`config.mk`:
```
export PLATFORM = sky130hd
export DESIGN_NAME = sonar_scan_scheduler
export DESIGN_NICKNAME = d
export VERILOG_FILES = /design/src/rtl/sonar_scan_scheduler.sv
export SDC_FILE = /design/constraint.sdc
export NUM_CORES = 1
export LEC_CHECK = 0
export ABC_AREA = 1
export CORE_MARGIN = 2
export CORE_UTILIZATION = 45
export DETAILED_ROUTE_END_ITERATION = 10
export PLACE_DENSITY = 0.65
export SYNTH_ARGS = -nofsm -noshare
export SYNTH_HDL_FRONTEND = slang
export SYNTH_SLANG_ARGS = --single-unit
export TNS_END_PERCENT = 20
```
`constraint.sdc`:
```
create_clock -name clk -period 4.15 [get_ports clk]
set_input_delay 0.83 -clock clk [delete_from_list [all_inputs] [get_ports clk]]
set_output_delay 0.83 -clock clk [all_outputs]
set_load 0.03 [all_outputs]
```
`src/rtl/sonar_scan_scheduler.sv`:
```
// sonar_scan_scheduler
// Round-robin ranging sequencer for MaxSonar units that share one distance
// datapath. Each slot fires one sensor, waits for the first fresh distance (or
// a timeout), then idles for a settle gap so echoes from one unit cannot be
// mistaken for the next unit's reading.
module sonar_scan_scheduler #(
    parameter int NUM_SENSORS    = 4,
    parameter int TRIG_CYCLES    = 2500,
    parameter int TIMEOUT_CYCLES = 10000000,
    parameter int GAP_CYCLES     = 5000000
) (
    input  logic                                                   clk,
    input  logic                                                   reset,
    input  logic                                                   enable,
    output logic [NUM_SENSORS-1:0]                                 sensor_rx,
    output logic [((NUM_SENSORS > 1) ? $clog2(NUM_SENSORS) : 1)-1:0] sel,
    input  logic [7:0]                                             distance,
    input  logic                                                   new_dist,
    output logic [8*NUM_SENSORS-1:0]                               dist_bank,
    output logic [NUM_SENSORS-1:0]                                 dist_valid,
    output logic [NUM_SENSORS-1:0]                                 timeout_flag,
    output logic                                                   busy,
    output logic                                                   scan_done
);

    localparam int SEL_W   = (NUM_SENSORS > 1) ? $clog2(NUM_SENSORS) : 1;
    localparam int MAX_A   = (TRIG_CYCLES > TIMEOUT_CYCLES) ? TRIG_CYCLES : TIMEOUT_CYCLES;
    localparam int MAX_CNT = (MAX_A > GAP_CYCLES) ? MAX_A : GAP_CYCLES;
    localparam int CNT_W   = $clog2(MAX_CNT + 1);

    localparam logic [CNT_W-1:0] CNT_ZERO  = {CNT_W{1'b0}};
    localparam logic [CNT_W-1:0] CNT_ONE   = CNT_W'(1);
    localparam logic [CNT_W-1:0] TRIG_LAST = CNT_W'(TRIG_CYCLES - 1);
    localparam logic [CNT_W-1:0] TO_LAST   = CNT_W'(TIMEOUT_CYCLES - 1);
    localparam logic [CNT_W-1:0] GAP_LAST  = CNT_W'(GAP_CYCLES - 1);
    localparam logic [SEL_W-1:0] SEL_ZERO  = {SEL_W{1'b0}};
    localparam logic [SEL_W-1:0] SEL_ONE   = SEL_W'(1);
    localparam logic [SEL_W-1:0] SEL_LAST  = SEL_W'(NUM_SENSORS - 1);

    typedef enum logic [2:0] {
        ST_IDLE    = 3'd0,
        ST_TRIGGER = 3'd1,
        ST_WAIT    = 3'd2,
        ST_GAP     = 3'd3,
        ST_ADVANCE = 3'd4
    } state_t;

    state_t                   state_r, state_nxt_s;
    logic [CNT_W-1:0]         cnt_r, cnt_nxt_s;
    logic [SEL_W-1:0]         sel_r, sel_nxt_s;
    logic                     new_dist_prev_r;
    logic                     edge_s;
    logic                     capture_s;
    logic                     expire_s;
    logic [NUM_SENSORS-1:0]   rx_onehot_s;
    logic [NUM_SENSORS-1:0]   sensor_rx_r;
    logic [8*NUM_SENSORS-1:0] dist_bank_r;
    logic [NUM_SENSORS-1:0]   dist_valid_r;
    logic [NUM_SENSORS-1:0]   timeout_flag_r;
    logic                     busy_r;
    logic                     scan_done_r;

    // A fresh sample is a rising edge of the level strobe; the history bit
    // resets high so a strobe already asserted at reset release is not an edge.
    assign edge_s = new_dist & ~new_dist_prev_r;

    // Next-state, shared counter and sensor-index sequencing.
    always_comb begin
        state_nxt_s = state_r;
        cnt_nxt_s   = cnt_r + CNT_ONE;
        sel_nxt_s   = sel_r;
        capture_s   = 1'b0;
        expire_s    = 1'b0;
        case (state_r)
            ST_IDLE: begin
                cnt_nxt_s = CNT_ZERO;
                if (enable) begin
                    state_nxt_s = ST_TRIGGER;
                end else begin
                    state_nxt_s = ST_IDLE;
                end
            end
            ST_TRIGGER: begin
                if (cnt_r == TRIG_LAST) begin
                    state_nxt_s = ST_WAIT;
                    cnt_nxt_s   = CNT_ZERO;
                end else begin
                    state_nxt_s = ST_TRIGGER;
                end
            end
            ST_WAIT: begin
                // A sample arriving on the last timeout cycle still counts.
                if (edge_s) begin
                    capture_s   = 1'b1;
                    state_nxt_s = ST_GAP;
                    cnt_nxt_s   = CNT_ZERO;
                end else if (cnt_r == TO_LAST) begin
                    expire_s    = 1'b1;
                    state_nxt_s = ST_GAP;
                    cnt_nxt_s   = CNT_ZERO;
                end else begin
                    state_nxt_s = ST_WAIT;
                end
            end
            ST_GAP: begin
                if (cnt_r == GAP_LAST) begin
                    state_nxt_s = ST_ADVANCE;
                    cnt_nxt_s   = CNT_ZERO;
                end else begin
                    state_nxt_s = ST_GAP;
                end
            end
            ST_ADVANCE: begin
                cnt_nxt_s = CNT_ZERO;
                if (sel_r == SEL_LAST) begin
                    sel_nxt_s = SEL_ZERO;
                end else begin
                    sel_nxt_s = sel_r + SEL_ONE;
                end
                if (enable) begin
                    state_nxt_s = ST_TRIGGER;
                end else begin
                    state_nxt_s = ST_IDLE;
                end
            end
            default: begin
                state_nxt_s = ST_IDLE;
                cnt_nxt_s   = CNT_ZERO;
            end
        endcase
    end

    // One-hot trigger pattern for the sensor that will own the next cycle.
    always_comb begin
        rx_onehot_s = {NUM_SENSORS{1'b0}};
        for (int i = 0; i < NUM_SENSORS; i++) begin
            if (SEL_W'(i) == sel_nxt_s) begin
                rx_onehot_s[i] = 1'b1;
            end else begin
                rx_onehot_s[i] = 1'b0;
            end
        end
    end

    // Sequencer state and registered outputs, decoded from the next state so
    // they line up with the state they describe.
    always_ff @(posedge clk or negedge reset) begin
        if (!reset) begin
            state_r         <= ST_IDLE;
            cnt_r           <= CNT_ZERO;
            sel_r           <= SEL_ZERO;
            new_dist_prev_r <= 1'b1;
            sensor_rx_r     <= {NUM_SENSORS{1'b0}};
            busy_r          <= 1'b0;
            scan_done_r     <= 1'b0;
        end else begin
            state_r         <= state_nxt_s;
            cnt_r           <= cnt_nxt_s;
            sel_r           <= sel_nxt_s;
            new_dist_prev_r <= new_dist;
            sensor_rx_r     <= (state_nxt_s == ST_TRIGGER) ? rx_onehot_s : {NUM_SENSORS{1'b0}};
            busy_r          <= (state_nxt_s != ST_IDLE);
            scan_done_r     <= (state_nxt_s == ST_ADVANCE) && (sel_r == SEL_LAST);
        end
    end

    // Per-sensor result bank: capture updates distance and validity, expiry
    // only raises the timeout flag and keeps the previous distance.
    always_ff @(posedge clk or negedge reset) begin
        if (!reset) begin
            dist_bank_r    <= {(8*NUM_SENSORS){1'b0}};
            dist_valid_r   <= {NUM_SENSORS{1'b0}};
            timeout_flag_r <= {NUM_SENSORS{1'b0}};
        end else begin
            for (int i = 0; i < NUM_SENSORS; i++) begin
                if (SEL_W'(i) == sel_r) begin
                    if (capture_s) begin
                        dist_bank_r[8*i +: 8] <= distance;
                        dist_valid_r[i]       <= 1'b1;
                        timeout_flag_r[i]     <= 1'b0;
                    end else if (expire_s) begin
                        timeout_flag_r[i]     <= 1'b1;
                    end
                end
            end
        end
    end

    assign sensor_rx    = sensor_rx_r;
    assign sel          = sel_r;
    assign dist_bank    = dist_bank_r;
    assign dist_valid   = dist_valid_r;
    assign timeout_flag = timeout_flag_r;
    assign busy         = busy_r;
    assign scan_done    = scan_done_r;

endmodule

```
# [Word level (Yosys, flattened, before mapping)]
# Cells that the tools add are included.
# Widths: inputs -> output; s select.
[word_totals] ff_bits=76 in_bits=12 output_inout_bits=48 word_cells=79
[classes] addsub=2 eq_ne=16 muxes=25 bitwise_logic=2 reduce_logical=15
[op_table] op="$mux 24" count=4
[op_table] op="$pmux 24 s3" count=1
[op_table] op="$add 24x1->24 const B" count=1
[op_table] op="$eq 24x12->1 const B" count=1
[op_table] op="$eq 24x23->1 const B" count=1
[op_table] op="$eq 24x24->1 const B" count=1
[op_table] op="$reduce_and 2->1" count=8
[op_table] op="$mux 1" count=14
[op_table] op="$pmux 3 s4" count=1
[op_table] op="$eq 2x2->1 const A" count=4
[op_table] op="$eq 3x1->1 const B" count=2
[op_table] op="$eq 3x2->1 const B" count=2
[op_table] op="$eq 3x3->1 const B" count=2
[op_table] op="$mux 2" count=3
[op_table] op="$eq 1x2->1 const A" count=2
[op_table] op="$logic_not 2->1" count=2
[op_table] op="$mux 4" count=1
[op_table] op="$logic_not 3->1" count=1
[op_table] op="$mux 3" count=1
[op_table] op="$reduce_bool 3->1" count=1
[op_table] op="$add 2x1->2 const B" count=1
[op_table] op="$eq 2x2->1 const B" count=1
[op_table] op="$reduce_bool 2->1" count=1
[op_table] op="$reduce_or 2->1" count=1
[op_table] op="other kinds (3)" count=3

# [Longest topological paths before layout]
# Gate-level depths: netlist of run 1.
[logic_depth] ltp_word=6 ltp_mapped=11 ltp_nobuf=11

# [Worst setup path before layout of run 1]
# Ideal clock, no wire load.
[synth_timing] path_kind="input port to flip-flop" start="input new_dist" end="register dist_bank_r[15] (netlist: dist_bank[15])" setup_time_ps=127 arrival_ps=1591 t_required_ps=4023 slack_ps=2432 stages=8 path_buffers=1 cell_sequence="inv_1 nor2_1 inv_1 nor2_8 nand2_2 buf_2 nand2_1 o21ai_0"
[synth_between] elab_chain_len=4
[synth_rtl] item="start: declaration" line_no="18" source="input logic new_dist,"
[synth_rtl] item="$and 1x1->1" line_no="65" source="assign edge_s = new_dist & ~new_dist_prev_r;"
[synth_rtl] item="$mux 1" line_no="93" source="if (edge_s) begin"
[synth_rtl] item="$mux 1" line_no="74" source="case (state_r)"
[synth_rtl] item="$reduce_and 2->1 (no line)"
[synth_rtl] item="end signal: assignment" line_no="171" source="dist_bank_r <= {(8*NUM_SENSORS){1'b0}};"
[synth_rtl] item="end signal: indexed assignment" line_no="178" source="dist_bank_r[8*i +: 8] <= distance;"
[synth_rtl] item="end: declaration" line_no="57" source="logic [8*NUM_SENSORS-1:0] dist_bank_r;"
# Every way passes these cells.
# A chain may end at the register's enable or synchronous reset.

# [Final worst setup path of run 1]
[layout_timing] start="register sel_r[1] (netlist: sel[1])" end="output sel[1] in the netlist's numbering"
[layout_rtl] item="start: declaration" line_no="50" source="logic [SEL_W-1:0] sel_r, sel_nxt_s;"
[layout_rtl] item="start signal: assignment" line_no="159" source="sel_r <= sel_nxt_s;"
[layout_rtl] item="end: declaration" line_no="16" source="output logic [((NUM_SENSORS > 1) ? $clog2(NUM_SENSORS) : 1)-1:0] sel,"
# No word-level cell between the ends.

==> impl_metrics.prom, run 1 <==
# TYPE chip_impl_metric gauge
chip_impl_metric{name="dieWidth",unit="µm"} 95.2
chip_impl_metric{name="detailed_place_hpwl",unit="µm"} 5850
chip_impl_metric{name="placed_cells",unit=""} 592
chip_impl_metric{name="synthesis_stage_register_bit_count",unit=""} 76
chip_impl_metric{name="tritoncts_num_sinks",unit=""} 76
chip_impl_metric{name="total_count_of_hold_check_failures_in_the_final_report",unit=""} 0
chip_impl_metric{name="first_pass_iters",unit=""} 4
chip_impl_metric{name="post-route-period-util",unit=""} 0.549
chip_impl_metric{name="crit_path_buffers_inverters",unit=""} 1
chip_impl_info{name="mostFrequentLayoutCell",value="nand2_1"} 1
chip_impl_metric{name="path_max_fanout",unit=""} 4
chip_impl_metric{name="grt_first_pass_wirelength",unit="µm"} 13700
chip_impl_metric{name="ant_nets",unit=""} 0
chip_impl_metric{name="timing_worst_slew_pin_value",unit="ns"} 0.953
chip_impl_metric{name="cell_rows",unit=""} 33
chip_impl_metric{name="h-tree-depth",unit=""} 3
chip_impl_metric{name="postSynthNetCount",unit=""} 454
chip_impl_metric{name="drt_drc_violations_left",unit=""} 0
chip_impl_metric{name="area_growth",unit="%"} 23.2
chip_impl_metric{name="clock_insertion_delay_worst_skew",unit="ns"} 0.35
chip_impl_metric{name="maxCapViolations",unit=""} 0
chip_impl_metric{name="dr_total_vias",unit=""} 2930
chip_impl_metric{name="fmax",unit="GHz"} 0.439
chip_impl_metric{name="power.ir.vdd_worst",unit="mV"} 0.163
chip_impl_metric{name="arrival",unit="ns"} 1.45
chip_impl_info{name="crit_path_start_kind",value="flip-flop"} 1
chip_impl_metric{name="num-fill-cells",unit=""} 739
chip_impl_metric{name="vias_in_the_first_global_route",unit=""} 2845
chip_impl_metric{name="setup-violations-final",unit=""} 0
chip_impl_metric{name="drive_above_1_share",unit=""} 0.147
chip_impl_metric{name="postCtsHoldBufs",unit=""} 0
chip_impl_metric{name="period_minus_slack",unit="ns"} 2.28
chip_impl_metric{name="cts_setup_buffers",unit=""} 0
chip_impl_metric{name="totalNegativeSetupSlack",unit="ns"} 0
chip_impl_metric{name="fp.coreArea",unit="mm²"} 0.00813
chip_impl_metric{name="detail_route.wl_per_cell",unit="µm"} 13.3
chip_impl_info{name="min_path_type",value="flip-flop to flip-flop"} 1
chip_impl_metric{name="cts-buffers-inserted",unit=""} 9
chip_impl_metric{name="ys.warnings.count",unit=""} 0
chip_impl_metric{name="clock_skew",unit="ns"} 0.00712
chip_impl_metric{name="power.density",unit="mW/mm²"} 307
chip_impl_metric{name="max-clock-path-buffers",unit=""} 2
chip_impl_metric{name="drt-vias-per-instance",unit=""} 4.82
chip_impl_metric{name="routed_wirelength",unit="µm"} 8080
chip_impl_info{name="end_kind",value="primary output"} 1
chip_impl_info{name="cts.root.buffer_cell",value="clkbuf_8"} 1
chip_impl_metric{name="slew_headroom",unit=""} 0.365
chip_impl_metric{name="gp_congestion",unit=""} 0.901
chip_impl_metric{name="fp.dieArea",unit="mm²"} 0.00907
chip_impl_metric{name="ys_types",unit=""} 32
chip_impl_info{name="cp_cell_sequence",value="clkdlybuf4s50_1"} 1
chip_impl_metric{name="cp_data_required_time",unit="ns"} 3.32
chip_impl_metric{name="die_height",unit="µm"} 95.2
chip_impl_info{name="crit_type",value="flip-flop to primary output"} 1
chip_impl_info{name="rsz0062_at_grt",value="no"} 1
chip_impl_metric{name="clk_pin_slew",unit="ns"} 0.09
chip_impl_metric{name="post-route-cell-area",unit="mm²"} 0.00461
chip_impl_info{name="cp_slowest_cell",value="clkdlybuf4s50_1"} 1
chip_impl_metric{name="post_cts_resized",unit=""} 0
chip_impl_metric{name="crit_path_max_incr_delay",unit="ns"} 0.69
chip_impl_metric{name="gate_count_post_synth",unit=""} 437
chip_impl_metric{name="antenna_found_initial",unit=""} 0
chip_impl_metric{name="final_critical_path_setup_slack",unit="ns"} 1.87
chip_impl_metric{name="slew_viols_final",unit=""} 0
chip_impl_metric{name="placed_cell_area",unit="mm²"} 0.00438
chip_impl_metric{name="post_layout_nonfiller_instances",unit=""} 608
chip_impl_metric{name="drtIter0Drc",unit=""} 153
chip_impl_metric{name="number_of_nets_in_the_finished_design",unit=""} 515
chip_impl_metric{name="pin_count",unit=""} 60
chip_impl_metric{name="static-leakage-power",unit="nW"} 2.13
chip_impl_info{name="path_delay_family",value="buffers and inverters"} 1
chip_impl_metric{name="dp_worst_setup_slack",unit="ns"} 1.71
chip_impl_metric{name="antenna-diode-count",unit=""} 0
chip_impl_metric{name="numPortBuffers",unit=""} 59
chip_impl_metric{name="global_route_usage_over_all_layers",unit=""} 0.198
chip_impl_metric{name="synth_area",unit="mm²"} 0.00374
chip_impl_metric{name="initial_utilization",unit=""} 0.460
chip_impl_metric{name="globalRouteOverflowTotal",unit=""} 0
chip_impl_info{name="cts_tree",value="done"} 1
chip_impl_metric{name="postSynthAreaPerCell",unit="µm²"} 8.57
chip_impl_metric{name="grt_start_max_net_pins",unit=""} 77
chip_impl_info{name="commonest_non_fill_non_tap_cells_in_the_layout",value="nand2_1 (93), dfrtp_1 (75), clkdlybuf4s50_1 (58)"} 1
chip_impl_info{name="outcome",value="finished clean"} 1
chip_impl_metric{name="seq_area_frac_synth",unit=""} 0.508
[worst paths after layout]
kind / from / endpoint / slack [ns] / cells past startpoint
max: sel[1] / sel[1] / 1.87 / 1
min: cnt_r[0] / cnt_r[0] / 0.47 / 1
max reg2reg: cnt_r[0] / cnt_r[17] / 2.16 / 8
min in group asynchronous: reset / cnt_r[17] / 0.59 / 1
max in group asynchronous: reset / cnt_r[20] / 2.91 / 1
min reg2reg: cnt_r[0] / cnt_r[0] / 0.47 / 1
[area by class of cell]
type,instances,area [µm²],area share
repair buffers,59,588,0.127
inverters,53,201,0.0437
well taps,105,131,0.0285
flip-flops and latches,76,1900,0.413
clock inverters,7,106,0.0231
multi-input cells,299,1560,0.338
clock buffers,9,124,0.0269
[cells by family after synthesis]
logic type,Yosys count,share of synthesized area
buf+inv,62,0.0755
xor+xnor,16,0.0374
simple gates,236,0.305
compound gates,42,0.0575
flops,76,0.508
fa+ha+maj,5,0.0167
[sequential cells by signal, indices dropped and copies added (netlist names), 2 cells and up]
name and cells:
cnt_r 24, dist_valid 4, state_r 3, sel 2
dist_bank 32, sensor_rx 4, timeout_flag 4
[cells in the mapped netlist (all sizes together)]
cell type  count  share of area
nor3b          2         0.0040
inv           53          0.054
xnor2          7          0.016
nand3         24          0.033
a21oi          7         0.0094
dfstp          1         0.0070
dfrtp         75           0.50
xor2           9          0.021
nand3b         1         0.0020
buf            9          0.022
o21ai         33          0.044
nor3           8          0.014
nand4          5         0.0084
and3           3         0.0050
nand2        105           0.12
o21bai         2         0.0040
nor2          82           0.11
nor4           2         0.0033
ha             5          0.017
or2            4         0.0067
[routing by layer]
layer  share of wire  track usage
met1            0.47        0.280
met2            0.46        0.299
met3           0.046       0.0482
met4           0.019       0.0688
met5               0            0
[per-stage QoR]
step	utilization	hold WS (ns)	power (mW)
after floorplan	-	0.439	0.762
after global placement	0.539	0.463	0.789
after detailed placement	0.539	0.458	0.790
after CTS	0.567	0.472	1.43
after global routing	0.567	0.499	1.47
final	0.567	0.472	1.42
[where the power goes]
part / internal (mW) / switching (mW)
combinational: 0.00999 / 0.0225
sequential: 0.741 / 0.000121
clock: 0.349 / 0.296
total: 1.10 / 0.318
(Power assumes the default switching activity.)
==> inputs of run 2 (changes only) <==
--- a/config.mk
+++ b/config.mk
@@ -9,7 +9,7 @@
 export CORE_MARGIN = 2
 export CORE_UTILIZATION = 45
 export DETAILED_ROUTE_END_ITERATION = 10
-export PLACE_DENSITY = 0.65
+export PLACE_DENSITY = 0.68
 export SYNTH_ARGS = -nofsm -noshare
 export SYNTH_HDL_FRONTEND = slang
 export SYNTH_SLANG_ARGS = --single-unit
==> constraint.sdc (replaced) <==
create_clock -name clk -period 2 [get_ports clk]
set_input_delay 0.4 -clock clk [delete_from_list [all_inputs] [get_ports clk]]
set_output_delay 0.4 -clock clk [all_outputs]
set_load 0.03 [all_outputs]
==> impl_metrics.prom, run 2 (synthesized netlist as in run 1, its figures left out) <==
# TYPE chip_impl_metric gauge
chip_impl_metric{name="clk_pin_slew",unit="ns"} 0.09
chip_impl_metric{name="cell_rows",unit=""} 33
chip_impl_metric{name="totalNegativeSetupSlack",unit="ns"} 0
chip_impl_info{name="cts.root.buffer_cell",value="clkbuf_8"} 1
chip_impl_metric{name="placed_cells",unit=""} 601
chip_impl_metric{name="post-route-period-util",unit=""} 0.940
chip_impl_metric{name="power",unit="mW"} 2.82
chip_impl_metric{name="reg2reg_slack",unit="ns"} 0.24
chip_impl_info{name="outcome",value="finished clean"} 1
chip_impl_metric{name="path_max_fanout",unit=""} 4
chip_impl_metric{name="fmax",unit="GHz"} 0.532
chip_impl_metric{name="global_route_usage_over_all_layers",unit=""} 0.207
chip_impl_metric{name="crit_path_max_incr_delay",unit="ns"} 0.70
chip_impl_metric{name="antenna-diode-count",unit=""} 0
chip_impl_info{name="mostFrequentLayoutCell",value="nand2_1"} 1
chip_impl_metric{name="power.ir.vdd_worst",unit="mV"} 0.304
chip_impl_metric{name="drt_drc_violations_left",unit=""} 0
chip_impl_metric{name="clock_skew",unit="ns"} 0.0118
chip_impl_metric{name="fin_worst_hold_slack",unit="ns"} 0.0446
chip_impl_metric{name="tritoncts_num_sinks",unit=""} 76
chip_impl_metric{name="slew_viols_final",unit=""} 0
chip_impl_metric{name="routed_wirelength",unit="µm"} 8550
chip_impl_metric{name="gp_congestion",unit=""} 0.863
chip_impl_metric{name="max-clock-path-buffers",unit=""} 2
chip_impl_info{name="cp_cell_sequence",value="clkdlybuf4s50_1"} 1
chip_impl_metric{name="cts-buffers-inserted",unit=""} 9
chip_impl_metric{name="number_of_nets_in_the_finished_design",unit=""} 524
chip_impl_metric{name="die_height",unit="µm"} 95.2
chip_impl_metric{name="total_count_of_hold_check_failures_in_the_final_report",unit=""} 0
chip_impl_metric{name="first_pass_iters",unit=""} 4
chip_impl_metric{name="antenna_found_initial",unit=""} 0
chip_impl_metric{name="ant_nets",unit=""} 0
chip_impl_info{name="crit_type",value="flip-flop to primary output"} 1
chip_impl_info{name="cp_slowest_cell",value="clkdlybuf4s50_1"} 1
chip_impl_metric{name="initial_utilization",unit=""} 0.460
chip_impl_metric{name="arrival",unit="ns"} 1.48
chip_impl_info{name="cts_tree",value="done"} 1
chip_impl_info{name="rsz0062_at_grt",value="no"} 1
chip_impl_metric{name="static-leakage-power",unit="nW"} 2.16
chip_impl_metric{name="numPortBuffers",unit=""} 59
chip_impl_metric{name="maxCapViolations",unit=""} 0
chip_impl_metric{name="post_layout_nonfiller_instances",unit=""} 617
chip_impl_metric{name="grt_first_pass_wirelength",unit="µm"} 14300
chip_impl_metric{name="period_minus_slack",unit="ns"} 1.88
chip_impl_metric{name="drtIter0Drc",unit=""} 101
chip_impl_metric{name="cp_data_required_time",unit="ns"} 1.60
chip_impl_metric{name="dr_total_vias",unit=""} 2948
chip_impl_metric{name="fp.dieArea",unit="mm²"} 0.00907
chip_impl_info{name="worstReg2RegEnd",value="cnt_r[17]"} 1
chip_impl_metric{name="power.density",unit="mW/mm²"} 602
chip_impl_metric{name="crit_path_buffers_inverters",unit=""} 1
chip_impl_metric{name="h-tree-depth",unit=""} 3
chip_impl_metric{name="timing_worst_slew_pin_value",unit="ns"} 0.560
chip_impl_metric{name="postCtsHoldBufs",unit=""} 0
chip_impl_metric{name="detail_route.wl_per_cell",unit="µm"} 13.9
chip_impl_metric{name="area_growth",unit="%"} 25.0
chip_impl_metric{name="drt-vias-per-instance",unit=""} 4.78
chip_impl_metric{name="slew_headroom",unit=""} 0.627
chip_impl_metric{name="globalRouteOverflowTotal",unit=""} 0
chip_impl_info{name="path_delay_family",value="buffers and inverters"} 1
chip_impl_metric{name="vias_in_the_first_global_route",unit=""} 2940
chip_impl_info{name="timing.rr.start",value="cnt_r[0]"} 1
chip_impl_metric{name="grt_start_max_net_pins",unit=""} 42
chip_impl_info{name="end_kind",value="primary output"} 1
chip_impl_metric{name="drive_above_1_share",unit=""} 0.162
chip_impl_metric{name="clock_insertion_delay_worst_skew",unit="ns"} 0.35
chip_impl_metric{name="number_of_flip_flops_under_the_largest_register_name",unit=""} 32
chip_impl_metric{name="timing.reg2reg.worst_path_depth",unit=""} 9
chip_impl_metric{name="pin_count",unit=""} 60
chip_impl_metric{name="detailed_place_hpwl",unit="µm"} 6380
chip_impl_metric{name="setup-violations-final",unit=""} 0
chip_impl_metric{name="dieWidth",unit="µm"} 95.2
chip_impl_info{name="min_path_type",value="primary input to async pin"} 1
chip_impl_info{name="commonest_non_fill_non_tap_cells_in_the_layout",value="nand2_1 (93), dfrtp_1 (75), clkdlybuf4s50_1 (58)"} 1
chip_impl_metric{name="fp.coreArea",unit="mm²"} 0.00813
chip_impl_info{name="crit_path_start_kind",value="flip-flop"} 1
[run 2: cell type report]
type | count | area, µm²
Clock buffer | 11 | 141
Sequential cell | 76 | 1900
Tap cell | 105 | 131
Fill cell | 707 | 3450
Timing Repair Buffer | 68 | 681
Clock inverter | 5 | 60.1
Multi-Input combinational cell | 299 | 1560
Inverter | 53 | 201
[run 2: layer usage]
layer / GRT usage / vias up / wire, µm
met4: 0.0785 / 0 / 94
li1: - / 1505 / -
met2: 0.326 / 61 / 4280
met3: 0.0324 / 8 / 387
met5: 0 / - / 0
met1: 0.288 / 1374 / 3790
[run 2: power by group]
group          internal (mW)  total, mW  switching [mW]
Sequential              1.54       1.54        0.000279
Combinational         0.0260     0.0747          0.0487
Clock                  0.618       1.21           0.587
Total                   2.18       2.82           0.636
[run 2: timing repair]
action	CTS	global route
setup endpoints to repair	0	1
gates resized for setup	0	1
buffers inserted	0	0
[run 2: worst max-delay path by stage]
| stage | start | endpoint | slack (ns) | cells past startpoint |
|---|---|---|---|---|
| final | sel[0] | sel[0] | 0.12 | 1 |
| after global routing | sel[1] | sel[1] | 0.07 | 1 |
| after CTS | sel[0] | sel[0] | 0.11 | 1 |
| after detailed placement | new_dist | dist_bank[2] | 0.12 | 8 |
| after global placement | new_dist | dist_bank[6] | 0.19 | 9 |
| after floorplan | sel[0] | sensor_rx[3] | 0.43 | 5 |
[run 2: stage by stage]
stage	util	area (µm²)	setup WS [ns]
6_report	0.576	4680	0.119
5_1_grt	0.576	4680	0.0654
4_1_cts	0.575	4680	0.111
3_5_place_dp	0.550	4480	0.119
3_3_place_gp	0.550	4480	0.187
2_1_floorplan	-	3740	0.427
==> inputs of run 3 (changes only) <==
--- a/config.mk
+++ b/config.mk
@@ -10,6 +10,7 @@
 export CORE_UTILIZATION = 45
 export DETAILED_ROUTE_END_ITERATION = 10
 export PLACE_DENSITY = 0.68
+export REMOVE_ABC_BUFFERS = 1
 export SYNTH_ARGS = -nofsm -noshare
 export SYNTH_HDL_FRONTEND = slang
 export SYNTH_SLANG_ARGS = --single-unit
==> impl_metrics.prom, run 3 (synthesized netlist as in run 1, its figures left out) <==
# TYPE chip_impl_metric gauge
chip_impl_info{name="outcome",value="finished clean"} 1
chip_impl_metric{name="clock_skew",unit="ns"} 0.0108
chip_impl_info{name="path_delay_family",value="buffers and inverters"} 1
chip_impl_metric{name="crit_path_max_incr_delay",unit="ns"} 0.69
chip_impl_metric{name="antenna_found_initial",unit=""} 0
chip_impl_metric{name="route.met2.wl",unit="µm"} 3650
chip_impl_metric{name="reg2reg_slack",unit="ns"} 0.19
chip_impl_metric{name="static-leakage-power",unit="nW"} 2.14
chip_impl_metric{name="power.ir.vdd_worst",unit="mV"} 0.350
chip_impl_metric{name="total_count_of_hold_check_failures_in_the_final_report",unit=""} 0
chip_impl_info{name="worstSetupEndpoint",value="sel[0]"} 1
chip_impl_info{name="crit_type",value="flip-flop to primary output"} 1
chip_impl_metric{name="fmax",unit="GHz"} 0.543
chip_impl_metric{name="path_max_fanout",unit=""} 4
chip_impl_metric{name="drive_above_1_share",unit=""} 0.160
chip_impl_metric{name="cp_data_required_time",unit="ns"} 1.60
chip_impl_info{name="cp_slowest_cell",value="clkdlybuf4s50_1"} 1
chip_impl_metric{name="post-route-period-util",unit=""} 0.920
chip_impl_metric{name="die_height",unit="µm"} 95.2
chip_impl_metric{name="cell_internal_pwr",unit="mW"} 2.02
chip_impl_metric{name="number_of_flip_flops_under_the_largest_register_name",unit=""} 32
chip_impl_metric{name="dieWidth",unit="µm"} 95.2
chip_impl_info{name="cp_cell_sequence",value="clkdlybuf4s50_1"} 1
chip_impl_metric{name="grt_first_pass_wirelength",unit="µm"} 13600
chip_impl_metric{name="detail_route.wl_per_cell",unit="µm"} 13.0
chip_impl_metric{name="cts-buffers-inserted",unit=""} 9
chip_impl_metric{name="clk_pin_slew",unit="ns"} 0.09
chip_impl_metric{name="area_growth",unit="%"} 24.2
chip_impl_info{name="worstReg2RegEnd",value="cnt_r[22]"} 1
chip_impl_metric{name="timing_worst_slew_pin_value",unit="ns"} 0.473
chip_impl_info{name="min_path_type",value="primary input to async pin"} 1
chip_impl_metric{name="postCtsHoldBufs",unit=""} 0
chip_impl_metric{name="cell_rows",unit=""} 33
chip_impl_metric{name="tritoncts_num_sinks",unit=""} 76
chip_impl_info{name="end_kind",value="primary output"} 1
chip_impl_metric{name="gp_congestion",unit=""} 0.930
chip_impl_metric{name="global_route_usage_over_all_layers",unit=""} 0.196
chip_impl_metric{name="initial_utilization",unit=""} 0.460
chip_impl_metric{name="h-tree-depth",unit=""} 3
chip_impl_info{name="timing.rr.start",value="cnt_r[0]"} 1
chip_impl_info{name="commonest_non_fill_non_tap_cells_in_the_layout",value="nand2_1 (93), dfrtp_1 (75), clkdlybuf4s50_1 (58)"} 1
chip_impl_info{name="cp-startpoint",value="sel[0]"} 1
chip_impl_metric{name="setup-violations-final",unit=""} 0
chip_impl_metric{name="fp.coreArea",unit="mm²"} 0.00813
chip_impl_metric{name="grt_start_max_net_pins",unit=""} 41
chip_impl_metric{name="drt-vias-per-instance",unit=""} 4.90
chip_impl_metric{name="drt_drc_violations_left",unit=""} 0
chip_impl_metric{name="number_of_nets_in_the_finished_design",unit=""} 524
chip_impl_metric{name="totalNegativeSetupSlack",unit="ns"} 0
chip_impl_metric{name="post_cts_resized",unit=""} 0
chip_impl_metric{name="arrival",unit="ns"} 1.44
chip_impl_info{name="crit_path_start_kind",value="flip-flop"} 1
chip_impl_metric{name="first_pass_iters",unit=""} 4
chip_impl_info{name="uppermost_routed_layer",value="met4"} 1
chip_impl_metric{name="globalRouteOverflowTotal",unit=""} 0
chip_impl_metric{name="pin_count",unit=""} 60
chip_impl_metric{name="fp.dieArea",unit="mm²"} 0.00907
chip_impl_metric{name="timing.reg2reg.worst_path_depth",unit=""} 9
chip_impl_metric{name="ant_nets",unit=""} 0
chip_impl_info{name="rsz0062_at_grt",value="no"} 1
chip_impl_metric{name="drtIter0Drc",unit=""} 102
chip_impl_metric{name="sw_frac_of_total",unit=""} 0.242
chip_impl_metric{name="p_comb_frac",unit=""} 0.027
chip_impl_metric{name="dr_total_vias",unit=""} 3024
chip_impl_metric{name="period_minus_slack",unit="ns"} 1.84
chip_impl_metric{name="crit_path_buffers_inverters",unit=""} 1
chip_impl_metric{name="postLayoutCoreUtil",unit=""} 0.572
chip_impl_metric{name="vias_in_the_first_global_route",unit=""} 2934
chip_impl_metric{name="antenna-diode-count",unit=""} 0
chip_impl_metric{name="slew_viols_final",unit=""} 0
chip_impl_metric{name="clock_power_share",unit=""} 0.396
chip_impl_metric{name="met3_length",unit="µm"} 577
chip_impl_metric{name="slew_headroom",unit=""} 0.685
chip_impl_metric{name="seqPwrFrac",unit=""} 0.577
chip_impl_info{name="cts.root.buffer_cell",value="clkbuf_8"} 1
chip_impl_metric{name="power.density",unit="mW/mm²"} 573
chip_impl_metric{name="m1WireLength",unit="µm"} 3660
chip_impl_metric{name="clock_insertion_delay_worst_skew",unit="ns"} 0.34
chip_impl_metric{name="switching_power",unit="mW"} 0.644
chip_impl_metric{name="numPortBuffers",unit=""} 59
chip_impl_metric{name="detailed_place_hpwl",unit="µm"} 6070
chip_impl_info{name="mostFrequentLayoutCell",value="nand2_1"} 1
chip_impl_metric{name="cts_setup_buffers",unit=""} 0
chip_impl_metric{name="timing.critical_path.depth",unit=""} 1
chip_impl_metric{name="maxCapViolations",unit=""} 0
chip_impl_info{name="cts_tree",value="done"} 1
chip_impl_metric{name="routed_wirelength",unit="µm"} 8020
chip_impl_metric{name="max-clock-path-buffers",unit=""} 2
## run 3: worst min path at each step
stage	end	slack (ns)
after floorplan	busy	0.10
after global placement	dist_bank[28]	0.39
after detailed placement	dist_bank[28]	0.39
after CTS	dist_bank[28]	0.009
after global routing	dist_bank[28]	0.03
final	dist_bank[24]	0.005
## run 3: layout make-up
cell class / instances / area (µm²)
fillers: 722 / 3480
flip-flops and latches: 76 / 1900
multi-input cells: 299 / 1560
repair buffers: 68 / 681
inverters: 53 / 201
well taps: 105 / 131
clock buffers: 10 / 128
clock inverters: 6 / 47.5
## run 3: through the flow
stage	instances	setup WS [ns]	hold WS, ns	instance area (µm²)	power (mW)
after global placement	601	0.164	0.392	4480	1.64
after CTS	617	0.126	0.00900	4650	2.70
after global routing	617	0.0369	0.0259	4650	2.80
final	617	0.159	0.00459	4650	2.67
after detailed placement	601	0.160	0.395	4480	1.64
after floorplan	428	0.343	0.104	3660	1.58
## run 3: power groups by stage
stage	logic, mW	clock network [mW]	registers (mW)
after floorplan	0.0134	0	1.57
after global routing	0.0827	1.18	1.54
after global placement	0.0739	0	1.57
final	0.0722	1.06	1.54
after CTS	0.0749	1.09	1.54
after detailed placement	0.0745	0	1.57
## run 3: layer usage
layer	track usage	up-vias
met4	0.0845	0
met1	0.262	1399
met5	0	-
met2	0.309	106
met3	0.0435	11
li1	-	1508
